===== src/rtl/rgb_to_ycbcr_pkg.sv =====
// Shared constants and types for the RGB -> level-shifted YCbCr converter.
// Coefficients are 8-bit-fraction fixed point (scale 256).
package rgb_to_ycbcr_pkg;

  localparam int DATA_W  = 8;
  localparam int COEF_W  = 9;
  localparam int STAGES  = 2;
  localparam int ACC_W   = 19;
  localparam int FIELD_W = 10;

  localparam int signed Y_R  = 77;
  localparam int signed Y_G  = 150;
  localparam int signed Y_B  = 29;
  localparam int signed CB_R = -43;
  localparam int signed CB_G = -85;
  localparam int signed CB_B = 128;
  localparam int signed CR_R = 128;
  localparam int signed CR_G = -107;
  localparam int signed CR_B = -21;

  localparam int signed ROUND_C   = 128;
  localparam int        SHIFT     = 8;
  localparam int signed LVL_OFS   = 128;
  localparam int signed CLAMP_MIN = -128;
  localparam int signed CLAMP_MAX = 127;

  typedef struct packed {
    logic [FIELD_W-1:0] y;
    logic [FIELD_W-1:0] cb;
    logic [FIELD_W-1:0] cr;
  } ycc_t;

endpackage


===== src/rtl/ycc_channel.sv =====
// One output channel: three weighted pixel products, then sum, round,
// floor-shift, optional -128 level shift and clamp to a signed 8-bit range.
module ycc_channel
  import rgb_to_ycbcr_pkg::*;
#(
  parameter int C_R       = 0,
  parameter int C_G       = 0,
  parameter int C_B       = 0,
  parameter bit LVL_SHIFT = 1'b0
) (
  input  logic                      clk_i,
  input  logic                      rst_i,
  input  logic                      vld_p0_i,
  input  logic                      vld_p1_i,
  input  logic [DATA_W-1:0]         r_i,
  input  logic [DATA_W-1:0]         g_i,
  input  logic [DATA_W-1:0]         b_i,
  output logic signed [FIELD_W-1:0] ch_o
);

  function automatic logic signed [ACC_W-1:0] mul(input int coef, input logic [DATA_W-1:0] px);
    logic signed [COEF_W-1:0] c;
    logic signed [ACC_W-1:0]  c_x;
    logic signed [ACC_W-1:0]  p_x;
    c   = COEF_W'(coef);
    c_x = ACC_W'(c);
    p_x = ACC_W'({1'b0, px});
    return c_x * p_x;
  endfunction

  // Arithmetic shift gives floor division, so negative sums round toward -inf.
  function automatic logic signed [ACC_W-1:0] rnd_shift(input logic signed [ACC_W-1:0] v);
    logic signed [ACC_W-1:0] t;
    t = v + ACC_W'(ROUND_C);
    return t >>> SHIFT;
  endfunction

  function automatic logic signed [FIELD_W-1:0] sat(input logic signed [ACC_W-1:0] v);
    logic signed [ACC_W-1:0] hi;
    logic signed [ACC_W-1:0] lo;
    hi = ACC_W'(CLAMP_MAX);
    lo = ACC_W'(CLAMP_MIN);
    if (v > hi) return FIELD_W'(hi);
    if (v < lo) return FIELD_W'(lo);
    return FIELD_W'(v);
  endfunction

  logic signed [ACC_W-1:0]   pr_p1_d, pg_p1_d, pb_p1_d;
  logic signed [ACC_W-1:0]   pr_p1_q, pg_p1_q, pb_p1_q;
  logic signed [ACC_W-1:0]   acc_p1;
  logic signed [FIELD_W-1:0] ch_p2_d;
  logic signed [FIELD_W-1:0] ch_p2_q;

  // Stage 1: nine products across the three channels, three per channel.
  always_comb begin
    pr_p1_d = mul(C_R, r_i);
    pg_p1_d = mul(C_G, g_i);
    pb_p1_d = mul(C_B, b_i);
  end

  always_ff @(posedge clk_i) begin
    if (rst_i) begin
      pr_p1_q <= '0;
      pg_p1_q <= '0;
      pb_p1_q <= '0;
    end else if (vld_p0_i) begin
      pr_p1_q <= pr_p1_d;
      pg_p1_q <= pg_p1_d;
      pb_p1_q <= pb_p1_d;
    end
  end

  // Stage 2: sum, round, shift, level shift and clamp.
  always_comb begin
    acc_p1 = rnd_shift(pr_p1_q + pg_p1_q + pb_p1_q);
    if (LVL_SHIFT) acc_p1 = acc_p1 - ACC_W'(LVL_OFS);
    ch_p2_d = sat(acc_p1);
  end

  always_ff @(posedge clk_i) begin
    if (rst_i)         ch_p2_q <= '0;
    else if (vld_p1_i) ch_p2_q <= ch_p2_d;
  end

  assign ch_o = ch_p2_q;

endmodule


===== src/rtl/rgb_to_ycbcr.sv =====
// RGB to level-shifted YCbCr (JPEG DCT input), two-cycle fixed latency.
// Three channel slices share one valid pipeline owned here.
module rgb_to_ycbcr
  import rgb_to_ycbcr_pkg::*;
(
  input  logic                   clk,
  input  logic                   reset,
  input  logic                   in_valid,
  input  logic [DATA_W-1:0]      r,
  input  logic [DATA_W-1:0]      g,
  input  logic [DATA_W-1:0]      b,
  output logic [3*FIELD_W-1:0]   out,
  output logic                   out_valid
);

  logic vld_p1_q, vld_p2_q;
  logic signed [FIELD_W-1:0] y_p2, cb_p2, cr_p2;
  ycc_t res_p2;

  always_ff @(posedge clk) begin
    if (reset) begin
      vld_p1_q <= 1'b0;
      vld_p2_q <= 1'b0;
    end else begin
      vld_p1_q <= in_valid;
      vld_p2_q <= vld_p1_q;
    end
  end

  ycc_channel #(.C_R(Y_R), .C_G(Y_G), .C_B(Y_B), .LVL_SHIFT(1'b1)) u_y (
    .clk_i(clk), .rst_i(reset), .vld_p0_i(in_valid), .vld_p1_i(vld_p1_q),
    .r_i(r), .g_i(g), .b_i(b), .ch_o(y_p2)
  );

  ycc_channel #(.C_R(CB_R), .C_G(CB_G), .C_B(CB_B), .LVL_SHIFT(1'b0)) u_cb (
    .clk_i(clk), .rst_i(reset), .vld_p0_i(in_valid), .vld_p1_i(vld_p1_q),
    .r_i(r), .g_i(g), .b_i(b), .ch_o(cb_p2)
  );

  ycc_channel #(.C_R(CR_R), .C_G(CR_G), .C_B(CR_B), .LVL_SHIFT(1'b0)) u_cr (
    .clk_i(clk), .rst_i(reset), .vld_p0_i(in_valid), .vld_p1_i(vld_p1_q),
    .r_i(r), .g_i(g), .b_i(b), .ch_o(cr_p2)
  );

  always_comb begin
    res_p2.y  = y_p2;
    res_p2.cb = cb_p2;
    res_p2.cr = cr_p2;
  end

  assign out       = res_p2;
  assign out_valid = vld_p2_q;

endmodule


===== config.mk =====
export PLATFORM = sky130hd
export DESIGN_NAME = rgb_to_ycbcr
export DESIGN_NICKNAME = d
export VERILOG_FILES = /design/src/rtl/rgb_to_ycbcr_pkg.sv /design/src/rtl/ycc_channel.sv /design/src/rtl/rgb_to_ycbcr.sv
export SDC_FILE = /design/constraint.sdc
export NUM_CORES = 1
export LEC_CHECK = 0
export ABC_CLOCK_PERIOD_IN_PS = 4870
export CAP_MARGIN = 20
export CORE_MARGIN = 10
export CORE_UTILIZATION = 57
export CTS_BUF_LIST = sky130_fd_sc_hd__clkbuf_4 sky130_fd_sc_hd__clkbuf_8 sky130_fd_sc_hd__clkbuf_16
export CTS_CLUSTER_SIZE = 12
export DETAILED_ROUTE_END_ITERATION = 10
export GPL_TIMING_DRIVEN = 1
export HOLD_SLACK_MARGIN = 0.12
export PLACE_DENSITY = 0.78
export SETUP_SLACK_MARGIN = 0.05
export SYNTH_ARGS = -nofsm -noshare
export SYNTH_HDL_FRONTEND = slang
export SYNTH_SLANG_ARGS = --single-unit

===== constraint.sdc =====
create_clock -name clk -period 4.87 [get_ports clk]
set_clock_uncertainty 0.2 [all_clocks]
set_input_delay 0.974 -clock clk [delete_from_list [all_inputs] [get_ports clk]]
set_output_delay 0.974 -clock clk [all_outputs]
set_load 0.05 [all_outputs]

* After elaboration in Yosys (flattened, before gate mapping)
Index checks and enable logic that the tools add are counted.
Widths: inputs -> output; s select.
** Operators by class
- $add $sub $neg :: 10
- $lt $le $gt $ge :: 6
- $mul :: 7
- Mux-type cells :: 21
** Operators with widths (number)
- $mux 10 :: 12
- $add 19x19->19 :: 4
- $add 19x9->19 const B :: 3
- $mul 8x9->17 const A :: 2
- $mul 7x8->15 const A :: 2
- $gt 11x8->1 const B :: 2
- $lt 11x8->1 const B :: 2
- $add 16x19->19 :: 1
- $add 19x16->19 :: 1
- $gt 19x8->1 const B :: 1
- $lt 19x8->1 const B :: 1
- $mul 7x9->16 const A :: 1
- $mul 6x9->15 const A :: 1
- $mul 5x8->13 const A :: 1
- $sub 11x9->12 const B :: 1
- $mux 1 :: 9
** Word-level totals
- Output and inout port bits :: 31
- Flip-flop bits (word level) :: 180
- Word-level logic and storage cells :: 58
- Bits of input ports :: 27

* Depth between registers and ports, before layout
- Depth after elaboration :: 9
- Depth in mapped cells :: 20
- Depth with buffers taken out :: 20

* Cells and area by module
Synthesis repeated with hierarchy kept, for this count alone.
** Unflattened totals
- Cell total of the unflattened synthesis :: 1849
- Area total of the unflattened synthesis :: 16692.3 µm²
** By module, submodules not included
- ycc_channel at u_y :: times used 1, cells each 678, sequential area each 1061.0 µm², area an instance 5984.5 µm²
- ycc_channel at u_cb :: times used 1, cells each 624, sequential area each 1021.0 µm², area an instance 5630.4 µm²
- ycc_channel at u_cr :: times used 1, cells each 543, sequential area each 1001.0 µm², area an instance 5024.8 µm²
- rgb_to_ycbcr :: times used 1, cells each 4, sequential area each 40.0 µm², area an instance 52.6 µm²

* Worst setup path before layout
OpenSTA, ideal clock, no wires.
- Kind :: input to register
- Start point :: in b[2]
- End point :: reg u_cr.pb_p1_q[17]
- Setup time :: 0.086 ns
- Path buffers :: 0
- Data arrival time :: 4.676 ns
- Data required time :: 4.584 ns
- Stages :: 18
- Setup slack :: -0.091 ns
- Path through :: inv_1 > ha_1 > inv_1 > ha_1 > inv_1 > fa_1 > inv_1 > fa_1 > fa_1 > a21o_1 > a21oi_1 > o21bai_1 > a21oi_1 > o21bai_1 > a21o_1 > a311o_1 > xnor2_1 > a211oi_1
** Between the ends
- Longest elaborated chain between the ends :: 1
** Ends and longest elaborated chain
- start, declared :: RTL line rgb_to_ycbcr.sv:11 : input logic [DATA_W-1:0] b,
- $mul 6x9->15 :: RTL line ycc_channel.sv:28 : return c_x * p_x;
- end signal, assigned :: RTL line ycc_channel.sv:69 : pb_p1_q <= pb_p1_d;
- end, declared :: RTL line ycc_channel.sv:49 : logic signed [ACC_W-1:0] pr_p1_q, pg_p1_q, pb_p1_q;
No other way between the ends.
A chain may end at the register's enable or synchronous reset.

* Worst setup path after layout
- Start point :: reg u_y.pb_p1_q[6]
- End point :: reg u_y.ch_p2_q[1] (netlist: u_y.ch_o[1])
** Between the ends
- Longest elaborated chain between the ends :: 8
- Elaborated cells between the ends (all ways) :: 11
- Those cells by class :: add/sub (3); order compare (2); mux (6)
** Ends and longest elaborated chain
- start, declared :: RTL line ycc_channel.sv:49
- start signal, assigned :: RTL line ycc_channel.sv:69
- $add 19x19->19 * :: RTL line ycc_channel.sv:75 : acc_p1 = rnd_shift(pr_p1_q + pg_p1_q + pb_p1_q);
- $add 19x9->19 * :: RTL line ycc_channel.sv:34 : t = v + ACC_W'(ROUND_C);
- $sub 11x9->12 * :: RTL line ycc_channel.sv:76 : if (LVL_SHIFT) acc_p1 = acc_p1 - ACC_W'(LVL_OFS);
- $lt 19x8->1 :: RTL line ycc_channel.sv:44 : if (v < lo) return FIELD_W'(lo);
- $mux 1 (2 in series) :: RTL line ycc_channel.sv:44
- $mux 10 :: RTL line ycc_channel.sv:45 : return FIELD_W'(v);
- $mux 10 * :: RTL line ycc_channel.sv:44
- end signal, assigned :: RTL line ycc_channel.sv:82 : else if (vld_p1_i) ch_p2_q <= ch_p2_d;
- end, declared :: RTL line ycc_channel.sv:52 : logic signed [FIELD_W-1:0] ch_p2_q;
Every way passes the cells marked *; elsewhere a longest branch is shown, timed or not. The select of a mux whose other input is x is not followed.

==> results.toml <==
[power]
power.ir.vdd_worst_v = 0.000344
power_leakage_nw = 9.85
p_per_area_nw_per_um2 = 429

[cells_and_area]
area_growth_syn_to_layout_pct = 21.8
finish.utilization = 0.711
nets = 2387
final_cell_area_excluding_filler_cells_um2 = 18700
drive_above_1_share = 0.175
num_antenna_cells = 0
fill_cell_total_of_the_finished_layout = 1773

[worst_setup_path]
path_class = "reg -> reg"
r2r_cells = 21
cp-end-kind = "register"
cp.required_ns = 5.01
worst_ep_arrival_time_ns = 5.01
startpoint_type = "register"
reg2reg_to = "u_y.ch_o[1]"
ff2ff_setup_slack_ns = -0.00002
worstReg2RegStart = "u_y.pb_p1_q[6]"
crit_fanout = 4

[timing]
fmax_mhz = 205
count_of_pins_over_their_slew_limit = 0
timing.setup.tns_ns = -0.0000155
final.min_clock_period_ns = 4.87
setup_viol = 1
fin_hold_ws_ns = 0.253
worst_slew_margin_rel = 0.376
fin_crit_sh = 1.00
worst_pin_slew_ns = 0.935
report.final.hold_viol_count = 0
rsz0062_at_grt = "true"
fin_ws_ns = -0.0000155

[drt]
via_count = 12500
ant_nets = 0
post_drt_via_cell_ratio = 5.58
drt_iter0_markers = 821
drt-wirelength-per-cell_um = 17.6
dr.pass1.iters = 5
finalWirelength_um = 39500
post-route-drc-count = 0

[grt]
met1_usage = 0.275
grt_util_all_layers = 0.228
grt.met2_usage = 0.404
grt_first_pass_wirelength_um = 62800
grt_start_max_net_pins = 58
grt_pass1_vias = 12900
grt_most_used_layer = "met2"
grtUsageMet3 = 0.0316
antenna_found_initial = 0
globalRoute.totalOverflow = 0

[outcome]
outcome = "finished, violations left"
violated_checks = "setup timing"

[synthesis]
dominantRegCellSynth = "dfxtp_1"
synth-warning-count = 0
yosysSeqAreaShare = 0.188
synth_edf_count = 0
synth-async-reset-ratio = 0
postSynthAreaPerCell_um2 = 9.14
synth.lib_cells_used.distinct = 64
synth_area_um2 = 15300
postSynthCellCount = 1678
synth-seq-cells = 144
postSynthNetCount = 2171

[min_path]
worst_case_hold_path_end_point = "u_cb.ch_o[7]"
min_delay_path_depth = 1
hold_path_startpoint = "u_cb.ch_o[7]"
timing.hold.worst.class = "reg -> reg"

[die]
die_width_um = 184
initial_utilization = 0.584
standard_cell_core_area_um2 = 26300
row_count = 59
die_height_um = 184
floorplan.io_pins = 58
fp.dieArea_um2 = 33900

[placement]
place_area_um2 = 17400
port_buffers = 57
dp_hpwl_um = 30400
routabilityCongestion = 0.890
worst_slack_at_placement_ns = -0.731

[cts]
clock_sinks = 144
clk_root_buffer_cell = "clkbuf_16"
cts_tree = "yes"
total_cts_buffers = 17
cts_max_level = 4
clkSlewWorstSetupHoldPaths_ns = 0.06
cts_hold_buffers = 0
insertion_delay_ns = 0.44
cts-root-to-sink-buffers = 2

[flow_run]
max-cap-violations = 0
==> synthesized netlist by cell type (18+ instances only) <==
cell type  instances  area (um^2)
nor2_1           154          578
nor3_1            18         90.1
mux2i_1           68          681
nand2_1           59          221
o21bai_1          28          210
ha_1             367         4590
fa_1              99         1980
xor2_1            21          184
o21ai_0           30          150
a21oi_1           90          450
clkbuf_1          31          116
xnor2_1           60          526
a21o_1            22          165
a211oi_1          29          218
dfxtp_1          144         2880
inv_1            318         1190
==> what timing repair did <==
item                                    in CTS  in global routing
pin swaps                                   36                 56
gates resized for setup                     50                 89
buffers inserted                            16                  5
endpoints found under the setup margin      21                 33
==> state kept, by name, indices dropped and copies added, names as in the netlist, 7 cells and up <==
signal / flops
u_cb.pr_p1_q: 16
u_y.pb_p1_q: 11
u_cr.ch_o: 10
u_cb.pg_p1_q: 17
u_cr.pb_p1_q: 15
u_y.ch_o: 10
u_cb.pb_p1_q: 7
u_cr.pg_p1_q: 16
u_y.pg_p1_q: 12
u_cb.ch_o: 10
u_y.pr_p1_q: 12
==> per-layer routing <==
metal / routed length (um) / vias up
li1: - / 6044
met1: 16500 / 5958
met2: 19600 / 398
met3: 2130 / 100
met4: 1330 / 0
met5: 0 / -
==> placed cells by master (no fill, tap or decap), types with 12 or more instances in the layout <==
cell,n
a211oi_1,27
o21ai_0,22
inv_1,305
a21oi_2,19
clkdlybuf4s50_1,38
inv_2,14
clkbuf_16,17
nand2_1,58
ha_1,342
xor2_1,21
nor3_1,17
ha_4,23
nand3_1,15
dfxtp_1,132
o21bai_1,28
buf_4,174
dfxtp_2,12
a21oi_1,71
fa_1,97
a21o_1,22
xnor2_1,58
nor2_1,154
mux2i_1,68
==> through the flow <==
stage | power (mW) | std cells
4_1_cts | 7.60 | 2237
5_1_grt | 8.64 | 2242
3_3_place_gp | 5.87 | 2189
2_1_floorplan | 4.59 | 1678
3_5_place_dp | 6.06 | 2189
6_report | 8.02 | 2242
==> cell type report <==
cell class              count  area [um^2]  area share
clock buffers              19          447      0.0239
clock inverters            13          150     0.00804
inverters                 319         1200      0.0641
multi-input cells        1176        11600       0.623
flip-flops and latches    144         2900       0.155
well taps                 335          419      0.0224
repair buffers            236         1930       0.103
==> power by group <==
group,internal (mW),switching [mW],leakage [nW],total [mW]
sequential,1.40,0.193,1.19,1.60
combinational,2.36,2.71,8.36,5.08
clock,0.785,0.557,0.294,1.34
==> critical path, cell delays in order, from the launching register on <==
cell and delay (ns):
dfxtp_2 0.35, inv_2 0.04, fa_2 0.37, inv_2 0.06, fa_1 0.45, ha_4 0.32, a311o_1 0.22, a21oi_2 0.05
a211o_2 0.36, o211a_4 0.28, o21ai_4 0.17, buf_6 0.13, xor2_4 0.16, inv_2 0.07, ha_4 0.17, ha_4 0.26
and4_1 0.15, and4_1 0.22, and4_4 0.24, o221ai_4 0.12, buf_6 0.15, a311oi_2 0.25
==> worst max path at each step <==
stage                               from                to  slack, ns
after floorplan                     b[1]  u_cr.pb_p1_q[17]       0.07
after global placement              b[2]  u_cr.pb_p1_q[17]      -0.48
after detailed placement            g[4]  u_cb.pg_p1_q[17]      -0.73
after CTS                 u_y.pb_p1_q[6]       u_y.ch_o[3]       0.05
after global routing      u_y.pb_p1_q[6]       u_y.ch_o[1]      -0.12
final                     u_y.pb_p1_q[6]       u_y.ch_o[1]   -0.00002
==> kinds of logic (layout without fill, tap and decap cells) <==
kind of cell	Yosys count	count (layout)	share of synthesized area
muxes	69	69	0.0451
AOI/OAI and AO/OA	272	272	0.122
adders and majority gates	466	466	0.429
DFF	144	144	0.188
xor gates and xnor gates	82	82	0.0473
buffers and inverters	358	587	0.0876
and+or+nand+nor	287	287	0.0809
(Power assumes the default switching activity.)
